`config.mk`:
```
export PLATFORM = sky130hd
export DESIGN_NAME = spi_bit_engine
export DESIGN_NICKNAME = d
export VERILOG_FILES = /design/src/rtl/spi_pkg.sv /design/src/rtl/spi_sck_gen.sv /design/src/rtl/spi_bit_engine.sv
export SDC_FILE = /design/constraint.sdc
export NUM_CORES = 1
export LEC_CHECK = 0
export BUFFER_PORTS_ARGS = -buffer_cell sky130_fd_sc_hd__buf_2
export CAP_MARGIN = 20
export CORE_ASPECT_RATIO = 1.5
export CORE_MARGIN = 3
export CORE_UTILIZATION = 45
export DETAILED_ROUTE_END_ITERATION = 8
export SLEW_MARGIN = 10
export SYNTH_ARGS = -nofsm -noshare
export SYNTH_HDL_FRONTEND = slang
export SYNTH_HIERARCHICAL = 1
export SYNTH_SLANG_ARGS = --single-unit
```
`constraint.sdc`:
```
create_clock -name clock -period 3.4 [get_ports clock]
set_input_delay 0.17 -clock clock [delete_from_list [all_inputs] [get_ports clock]]
set_output_delay 0.17 -clock clock [all_outputs]
set_load 0.01 [all_outputs]
```
`src/rtl/spi_pkg.sv`:
```
// Shared definitions for the SPI bit engine and its SCK divider.
//   spi_state_e : transaction FSM states
//   SPI_CPOL / SPI_CPHA : SPI mode-0 clock polarity and phase
//   LEN_W       : width of the bit-length fields and counters
//   min_len()   : clamp helper used when latching the write length
package spi_pkg;

  typedef enum logic [2:0] {
    ST_IDLE,
    ST_CS_SETUP,
    ST_SHIFT,
    ST_CS_HOLD,
    ST_DONE
  } spi_state_e;

  // Mode 0: SCK idles low, data sampled on the leading (rising) edge.
  localparam logic SPI_CPOL = 1'b0;
  localparam logic SPI_CPHA = 1'b0;

  localparam int LEN_W = 24;

  function automatic logic [LEN_W-1:0] min_len(input logic [LEN_W-1:0] a,
                                               input logic [LEN_W-1:0] b);
    return (a < b) ? a : b;
  endfunction

endpackage

```
`src/rtl/spi_sck_gen.sv`:
```
// SCK divider for the SPI bit engine.
// A single phase counter is reused for the chip-select setup window, every
// bit period of the shift phase and the chip-select hold window.
// Ports:
//   clock, rst_n  : clock and asynchronous active-low reset
//   setup         : engine is in CS_SETUP (count CLK_DIV/2 cycles)
//   shift         : engine is in SHIFT (count CLK_DIV cycles per bit)
//   hold          : engine is in CS_HOLD (count CLK_DIV/2 cycles)
//   spi_sck       : serial clock, idle level SPI_CPOL
//   clk_en        : bit-boundary strobe (last setup cycle, last cycle of a bit)
//   sample        : MISO capture strobe, the cycle ending in the SCK sample edge
//   hold_end      : last cycle of the CS hold window
module spi_sck_gen
  import spi_pkg::*;
#(
  parameter int CLK_DIV = 4
) (
  input  logic clock,
  input  logic rst_n,
  input  logic setup,
  input  logic shift,
  input  logic hold,
  output logic spi_sck,
  output logic clk_en,
  output logic sample,
  output logic hold_end
);

  localparam int HALF      = CLK_DIV / 2;
  localparam int PW        = (CLK_DIV > 2) ? $clog2(CLK_DIV) : 1;
  localparam int SAMPLE_PH = SPI_CPHA ? (CLK_DIV - 1) : (HALF - 1);

  logic [PW-1:0] ph_q, ph_d;
  logic          last_half, last_full;

  // Half-period windows (setup/hold) wrap at HALF, bit periods at CLK_DIV;
  // the counter parks at zero outside these states so SHIFT always starts
  // on phase 0.
  always_comb begin
    last_half = (ph_q == PW'(HALF - 1));
    last_full = (ph_q == PW'(CLK_DIV - 1));
    ph_d      = '0;
    if (setup || hold) begin
      ph_d = last_half ? '0 : ph_q + PW'(1);
    end else if (shift) begin
      ph_d = last_full ? '0 : ph_q + PW'(1);
    end
  end

  always_ff @(posedge clock or negedge rst_n) begin
    if (!rst_n) begin
      ph_q <= '0;
    end else begin
      ph_q <= ph_d;
    end
  end

  assign spi_sck  = (shift && (ph_q >= PW'(HALF))) ? ~SPI_CPOL : SPI_CPOL;
  assign clk_en   = (setup && last_half) || (shift && last_full);
  assign sample   = shift && (ph_q == PW'(SAMPLE_PH));
  assign hold_end = hold && last_half;

endmodule

```
`src/rtl/spi_bit_engine.sv`:
```
// SPI mode-0 master bit engine.
// Runs one transaction of req_len SCK bits per request: CS setup, shift,
// CS hold, then a one-cycle done. TX bytes are pulled through a
// ready/valid handshake at byte boundaries; RX bytes are presented with a
// one-cycle rd_vld pulse.
// Ports:
//   clock, rst_n            : clock and asynchronous active-low reset
//   request                 : start level, sampled only in IDLE
//   req_len, req_wr_len     : total SCK bits, bits sourced from wr_data
//   busy, done              : transaction in progress, end pulse
//   wr_data, wr_vld, wr_ready : TX byte handshake
//   clk_en                  : bit-boundary strobe
//   rd_data, rd_vld         : last complete RX byte and its update pulse
//   wr_underflow            : sticky flag, a TX byte was missing
//   spi_cs_n, spi_sck, spi_mosi, spi_miso : SPI pins
module spi_bit_engine
  import spi_pkg::*;
#(
  parameter int DSIZE   = 8,
  parameter int CLK_DIV = 4
) (
  input  logic             clock,
  input  logic             rst_n,
  input  logic             request,
  input  logic [LEN_W-1:0] req_len,
  input  logic [LEN_W-1:0] req_wr_len,
  output logic             busy,
  output logic             done,
  input  logic [DSIZE-1:0] wr_data,
  input  logic             wr_vld,
  output logic             wr_ready,
  output logic             clk_en,
  output logic [DSIZE-1:0] rd_data,
  output logic             rd_vld,
  output logic             wr_underflow,
  output logic             spi_cs_n,
  output logic             spi_sck,
  output logic             spi_mosi,
  input  logic             spi_miso
);

  localparam int PW = (DSIZE > 1) ? $clog2(DSIZE) : 1;

  spi_state_e       state_q, state_d;
  logic [LEN_W-1:0] len_q, len_d;
  logic [LEN_W-1:0] wr_len_q, wr_len_d;
  logic [LEN_W-1:0] bit_idx_q, bit_idx_d;
  logic [PW-1:0]    pos_q, pos_d;
  logic [PW-1:0]    rx_cnt_q, rx_cnt_d;
  logic [DSIZE-1:0] tx_sr_q, tx_sr_d;
  logic [DSIZE-1:0] rx_sr_q, rx_sr_d;
  logic [DSIZE-1:0] rd_data_q, rd_data_d;
  logic             rd_vld_q, rd_vld_d;
  logic             mosi_q, mosi_d;
  logic             uf_q, uf_d;
  logic [DSIZE-1:0] tx_byte;
  logic             sample, hold_end;

  spi_sck_gen #(
    .CLK_DIV(CLK_DIV)
  ) u_sck_gen (
    .clock   (clock),
    .rst_n   (rst_n),
    .setup   (state_q == ST_CS_SETUP),
    .shift   (state_q == ST_SHIFT),
    .hold    (state_q == ST_CS_HOLD),
    .spi_sck (spi_sck),
    .clk_en  (clk_en),
    .sample  (sample),
    .hold_end(hold_end)
  );

  // bit_idx counts bits already launched, so it also names the next bit;
  // pos tracks that bit's position inside its byte.
  assign wr_ready = ((state_q == ST_CS_SETUP) || (state_q == ST_SHIFT)) &&
                    (pos_q == '0) && (bit_idx_q < wr_len_q);

  // Next-state, TX launch and RX capture. Each clk_en launches the next
  // bit; the clk_en that finds every bit launched closes the last period.
  always_comb begin
    state_d   = state_q;
    len_d     = len_q;
    wr_len_d  = wr_len_q;
    bit_idx_d = bit_idx_q;
    pos_d     = pos_q;
    rx_cnt_d  = rx_cnt_q;
    tx_sr_d   = tx_sr_q;
    rx_sr_d   = rx_sr_q;
    rd_data_d = rd_data_q;
    rd_vld_d  = 1'b0;
    mosi_d    = mosi_q;
    uf_d      = uf_q;
    tx_byte   = wr_vld ? wr_data : '0;

    if (sample) begin
      rx_sr_d = {rx_sr_q[DSIZE-2:0], spi_miso};
      if (rx_cnt_q == PW'(DSIZE - 1)) begin
        rd_data_d = {rx_sr_q[DSIZE-2:0], spi_miso};
        rd_vld_d  = 1'b1;
        rx_cnt_d  = '0;
      end else begin
        rx_cnt_d = rx_cnt_q + PW'(1);
      end
    end

    case (state_q)
      ST_IDLE: begin
        if (request) begin
          len_d     = req_len;
          wr_len_d  = min_len(req_wr_len, req_len);
          uf_d      = 1'b0;
          bit_idx_d = '0;
          pos_d     = '0;
          rx_cnt_d  = '0;
          mosi_d    = 1'b0;
          state_d   = (req_len == '0) ? ST_DONE : ST_CS_SETUP;
        end
      end
      ST_CS_SETUP, ST_SHIFT: begin
        if (clk_en) begin
          if (bit_idx_q == len_q) begin
            mosi_d  = 1'b0;
            state_d = ST_CS_HOLD;
          end else begin
            // A missing byte is replaced by zeros rather than stalling SCK.
            if (wr_ready) begin
              if (!wr_vld) begin
                uf_d = 1'b1;
              end
              mosi_d  = tx_byte[DSIZE-1];
              tx_sr_d = tx_byte << 1;
            end else if (bit_idx_q < wr_len_q) begin
              mosi_d  = tx_sr_q[DSIZE-1];
              tx_sr_d = tx_sr_q << 1;
            end else begin
              mosi_d = 1'b0;
            end
            bit_idx_d = bit_idx_q + LEN_W'(1);
            pos_d     = (pos_q == PW'(DSIZE - 1)) ? '0 : pos_q + PW'(1);
            state_d   = ST_SHIFT;
          end
        end
      end
      ST_CS_HOLD: begin
        if (hold_end) begin
          state_d = ST_DONE;
        end
      end
      ST_DONE: begin
        state_d = ST_IDLE;
      end
      default: begin
        state_d = ST_IDLE;
      end
    endcase
  end

  always_ff @(posedge clock or negedge rst_n) begin
    if (!rst_n) begin
      state_q   <= ST_IDLE;
      len_q     <= '0;
      wr_len_q  <= '0;
      bit_idx_q <= '0;
      pos_q     <= '0;
      rx_cnt_q  <= '0;
      tx_sr_q   <= '0;
      rx_sr_q   <= '0;
      rd_data_q <= '0;
      rd_vld_q  <= 1'b0;
      mosi_q    <= 1'b0;
      uf_q      <= 1'b0;
    end else begin
      state_q   <= state_d;
      len_q     <= len_d;
      wr_len_q  <= wr_len_d;
      bit_idx_q <= bit_idx_d;
      pos_q     <= pos_d;
      rx_cnt_q  <= rx_cnt_d;
      tx_sr_q   <= tx_sr_d;
      rx_sr_q   <= rx_sr_d;
      rd_data_q <= rd_data_d;
      rd_vld_q  <= rd_vld_d;
      mosi_q    <= mosi_d;
      uf_q      <= uf_d;
    end
  end

  assign busy         = (state_q != ST_IDLE);
  assign done         = (state_q == ST_DONE);
  assign spi_cs_n     = !((state_q == ST_CS_SETUP) || (state_q == ST_SHIFT) ||
                          (state_q == ST_CS_HOLD));
  assign spi_mosi     = mosi_q;
  assign rd_data      = rd_data_q;
  assign rd_vld       = rd_vld_q;
  assign wr_underflow = uf_q;

endmodule

```
==> impl_metrics.json <==
{
  "run_status": "finished clean",
  "grt_setup_unrepaired": "no",
  "rr_worst_depth": 8,
  "async_reset_ff_frac": 1.00,
  "antenna_violating_nets_post_route": 0,
  "yosysTopAreaCell": "dfrtp_1",
  "synth-seq-cells": 108,
  "footprint_of_the_multi_input_gates_um2": 3520,
  "detail_route.iter0.violations": 261,
  "cts_tree": "built",
  "clock_latency_ns": 0.35,
  "global_route.usage.total": 0.207,
  "preCtsSetupSlack_ns": 0.579,
  "placement.cell_area_um2": 7130,
  "h_tree_levels": 3,
  "num_vias": 5339,
  "row_count": 53,
  "drv_slew": 0,
  "worst_r2r_endpoint": "bit_idx_q[12]",
  "clk_path_buf_depth": 2,
  "r2r_start": "state_q[2]",
  "power.density_cell_area_nw_per_um2": 675,
  "vdd_drop_max_mv": 0.327,
  "hold-worst-slack_ns": 0.0652,
  "critPathLaunch": "state_q[2]",
  "report.final.hold_viol_count": 0,
  "grt_start_max_net_pins": 81,
  "design.die.area_um2": 16200,
  "grt_remaining_overflow": 0,
  "cts.clk_slew.worst_paths_ns": 0.08,
  "count_of_distinct_cell_types_in_the_synthesized_netlist": 64,
  "detail_route.vias_per_cell": 5.66,
  "total_of_endpoints_with_negative_setup_slack_in_the_final_report": 0,
  "seq_area_um2": 2700,
  "startpoint_type": "flop",
  "netlist.area_leader.share": 0.409,
  "max_clock_freq_ghz": 0.360,
  "synth_nets": 797,
  "root_buffer": "clkbuf_16",
  "final_period_minus_worst_setup_slack_ns": 2.78,
  "synthFlopType": "dfrtp_1",
  "routed_wl_um": 16500,
  "summed_instance_area_of_the_synthesized_netlist_um2": 6600,
  "ys_top_cells_by_area": "dfrtp_1, ha_1, nand2_1",
  "synth_sequential_area_ratio": 0.409,
  "path_type_of_the_worst_setup_path": "flop to flop",
  "period_share": 0.818,
  "diodes_inserted": 0,
  "clock-sinks": 108,
  "syn_to_final_growth_pct": 13.1,
  "worst_ep_arrival_ns": 3.06,
  "global_route_wire_length_before_repair_um": 27200,
  "synth_warn": 6,
  "portBuffers": 77,
  "filler_cell_count": 1375,
  "top_level_ports": 78,
  "static-leakage-power_nw": 3.74,
  "fin_ws_ns": 0.619,
  "fin_cells": 943,
  "place.gp.congestion": 0.889,
  "number_of_enable_flip_flop_cells_after_synthesis": 0,
  "dieWidth_um": 105,
  "clock_skew_ns": 0.00843,
  "fin_util": 0.526,
  "postLayoutCellArea_um2": 7460,
  "antenna_found_initial": 0,
  "worst-endpoint-required_ns": 3.68,
  "cts_buffers": 9,
  "max-slew-margin-rel": 0.382,
  "core_region_area_um2": 14200,
  "setup.worst_path.end": "bit_idx_q[12]",
  "actual_transition_at_the_worst_max_transition_pin_ns": 0.926,
  "wl_per_cell_um": 17.5,
  "synthesis.area_per_instance_um2": 9.71,
  "max_cap_viol_count": 0,
  "via_count_of_the_first_global_routing_pass": 5352,
  "drive_above_1_share": 0.220,
  "timing.critical_path.to_type": "flop",
  "detailedPlacementHpwl_um": 12900,
  "placedCellCount": 926,
  "initial_core_util": 0.465,
  "drt-pass1-iter-count": 5,
  "timing.setup.tns_ns": 0,
  "nets": 863,
  "r2r_setup_slack_ns": 0.62,
  "dieHeight_um": 154,
  "postSynthCellCount": 680,
  "maximum_fanout_encountered_on_the_critical_timing_path": 23,
  "total_chip_power_mw": 5.04,
  "hold_path_class": "input pin to flop",
  "drc": 0
}
## cell families after synthesis
| kind of cell | after synthesis | share of synthesized area |
|---|---|---|
| compound gates | 145 | 0.154 |
| buf+inv | 87 | 0.0580 |
| mux | 26 | 0.0478 |
| fa+ha+maj | 56 | 0.106 |
| flops | 108 | 0.409 |
| xor+xnor | 25 | 0.0343 |
| simple gates | 233 | 0.191 |
## sequential cells by signal (all words and copies together), names as in the netlist
| signal | flops |
|---|---|
| u_sck_gen/ph_q | 2 |
| pos_q | 3 |
| rx_cnt_q | 3 |
| tx_sr_q | 7 |
| wr_underflow | 1 |
| bit_idx_q | 24 |
| rd_vld | 1 |
| spi_mosi | 1 |
| len_q | 24 |
| wr_len_q | 24 |
| state_q | 3 |
| rd_data | 8 |
| rx_sr_q | 7 |
## timing repair
item / 4_1_cts / 5_1_grt
buffers inserted: 0 / 0
hold buffers: 1 / 0
endpoints found under the hold margin: 20 / 0
resized for setup: 0 / 0
## worst max-delay path, cell delays in order, from the launching register on
cell	delay (ns)
dfrtp_1	0.58
nor3b_1	0.50
a22o_1	0.27
inv_1	0.07
a2bb2oi_2	0.21
nor2_8	0.17
o31ai_4	0.22
or4_1	0.53
a21oi_1	0.16
## per-layer routing
layer,global-route usage,up-vias,part of all wire
li1,-,2571,-
met1,0.258,2610,0.43
met2,0.362,131,0.51
met3,0.0263,27,0.036
met4,0.0851,0,0.032
met5,0,-,0
## area by class of cell
class                   instances  share of cell area
inverters                      58              0.0292
clock buffers                   9              0.0302
well taps                     192              0.0322
multi-input cells             485               0.472
repair buffers                 84              0.0610
flip-flops and latches        108               0.362
clock inverters                 7              0.0139
## synth_stat cells, drive strengths merged (10+ instances only)
cell,n
dfrtp,108
nand2,91
inv,58
ha,56
o21ai,45
a21oi,37
nor2,27
o221a,24
mux2,23
xor2,22
nand4,17
nand3,16
buf,15
clkbuf,14
nor4,14
or3,13
and2,10
## worst min path at each step
stage	start	to	slack (ns)	depth (start not counted)
2_1_floorplan	rst_n	bit_idx_q[0]	-0.13	0
3_3_place_gp	rst_n	rd_data[5]	0.36	1
3_5_place_dp	rst_n	rd_data[5]	0.36	1
4_1_cts	spi_miso	rx_sr_q[0]	0.06	2
5_1_grt	spi_miso	rd_data[0]	0.07	2
6_report	spi_miso	rd_data[0]	0.07	2
## power by group
| group | internal, mW | switching (mW) |
|---|---|---|
| Clock | 0.660 | 0.509 |
| Sequential | 1.65 | 0.243 |
| Combinational | 0.799 | 1.18 |
## cells in the final DEF (no fill, tap or decap), types with 3 or more instances in the layout
cell	n
a22o_1	5
inv_1	58
nor2_1	25
clkbuf_16	9
buf_4	6
o41ai_1	3
dfrtp_1	108
nor3b_1	3
nand2_1	90
nor4_2	4
and2_1	9
nand3_1	16
buf_2	76
inv_6	5
mux2_4	7
and3_1	7
or3_1	13
o31ai_1	6
mux2_2	16
nor3_1	5
ha_1	56
o21ai_1	4
o211ai_1	5
xor2_1	22
a21o_1	3
nand2b_1	4
o221a_2	24
mux2i_1	3
and4_1	7
nor4_1	10
o21ai_0	41
or4_1	7
a21oi_1	37
nand4_1	16
No activity file was read; power rests on OpenSTA's default activity.
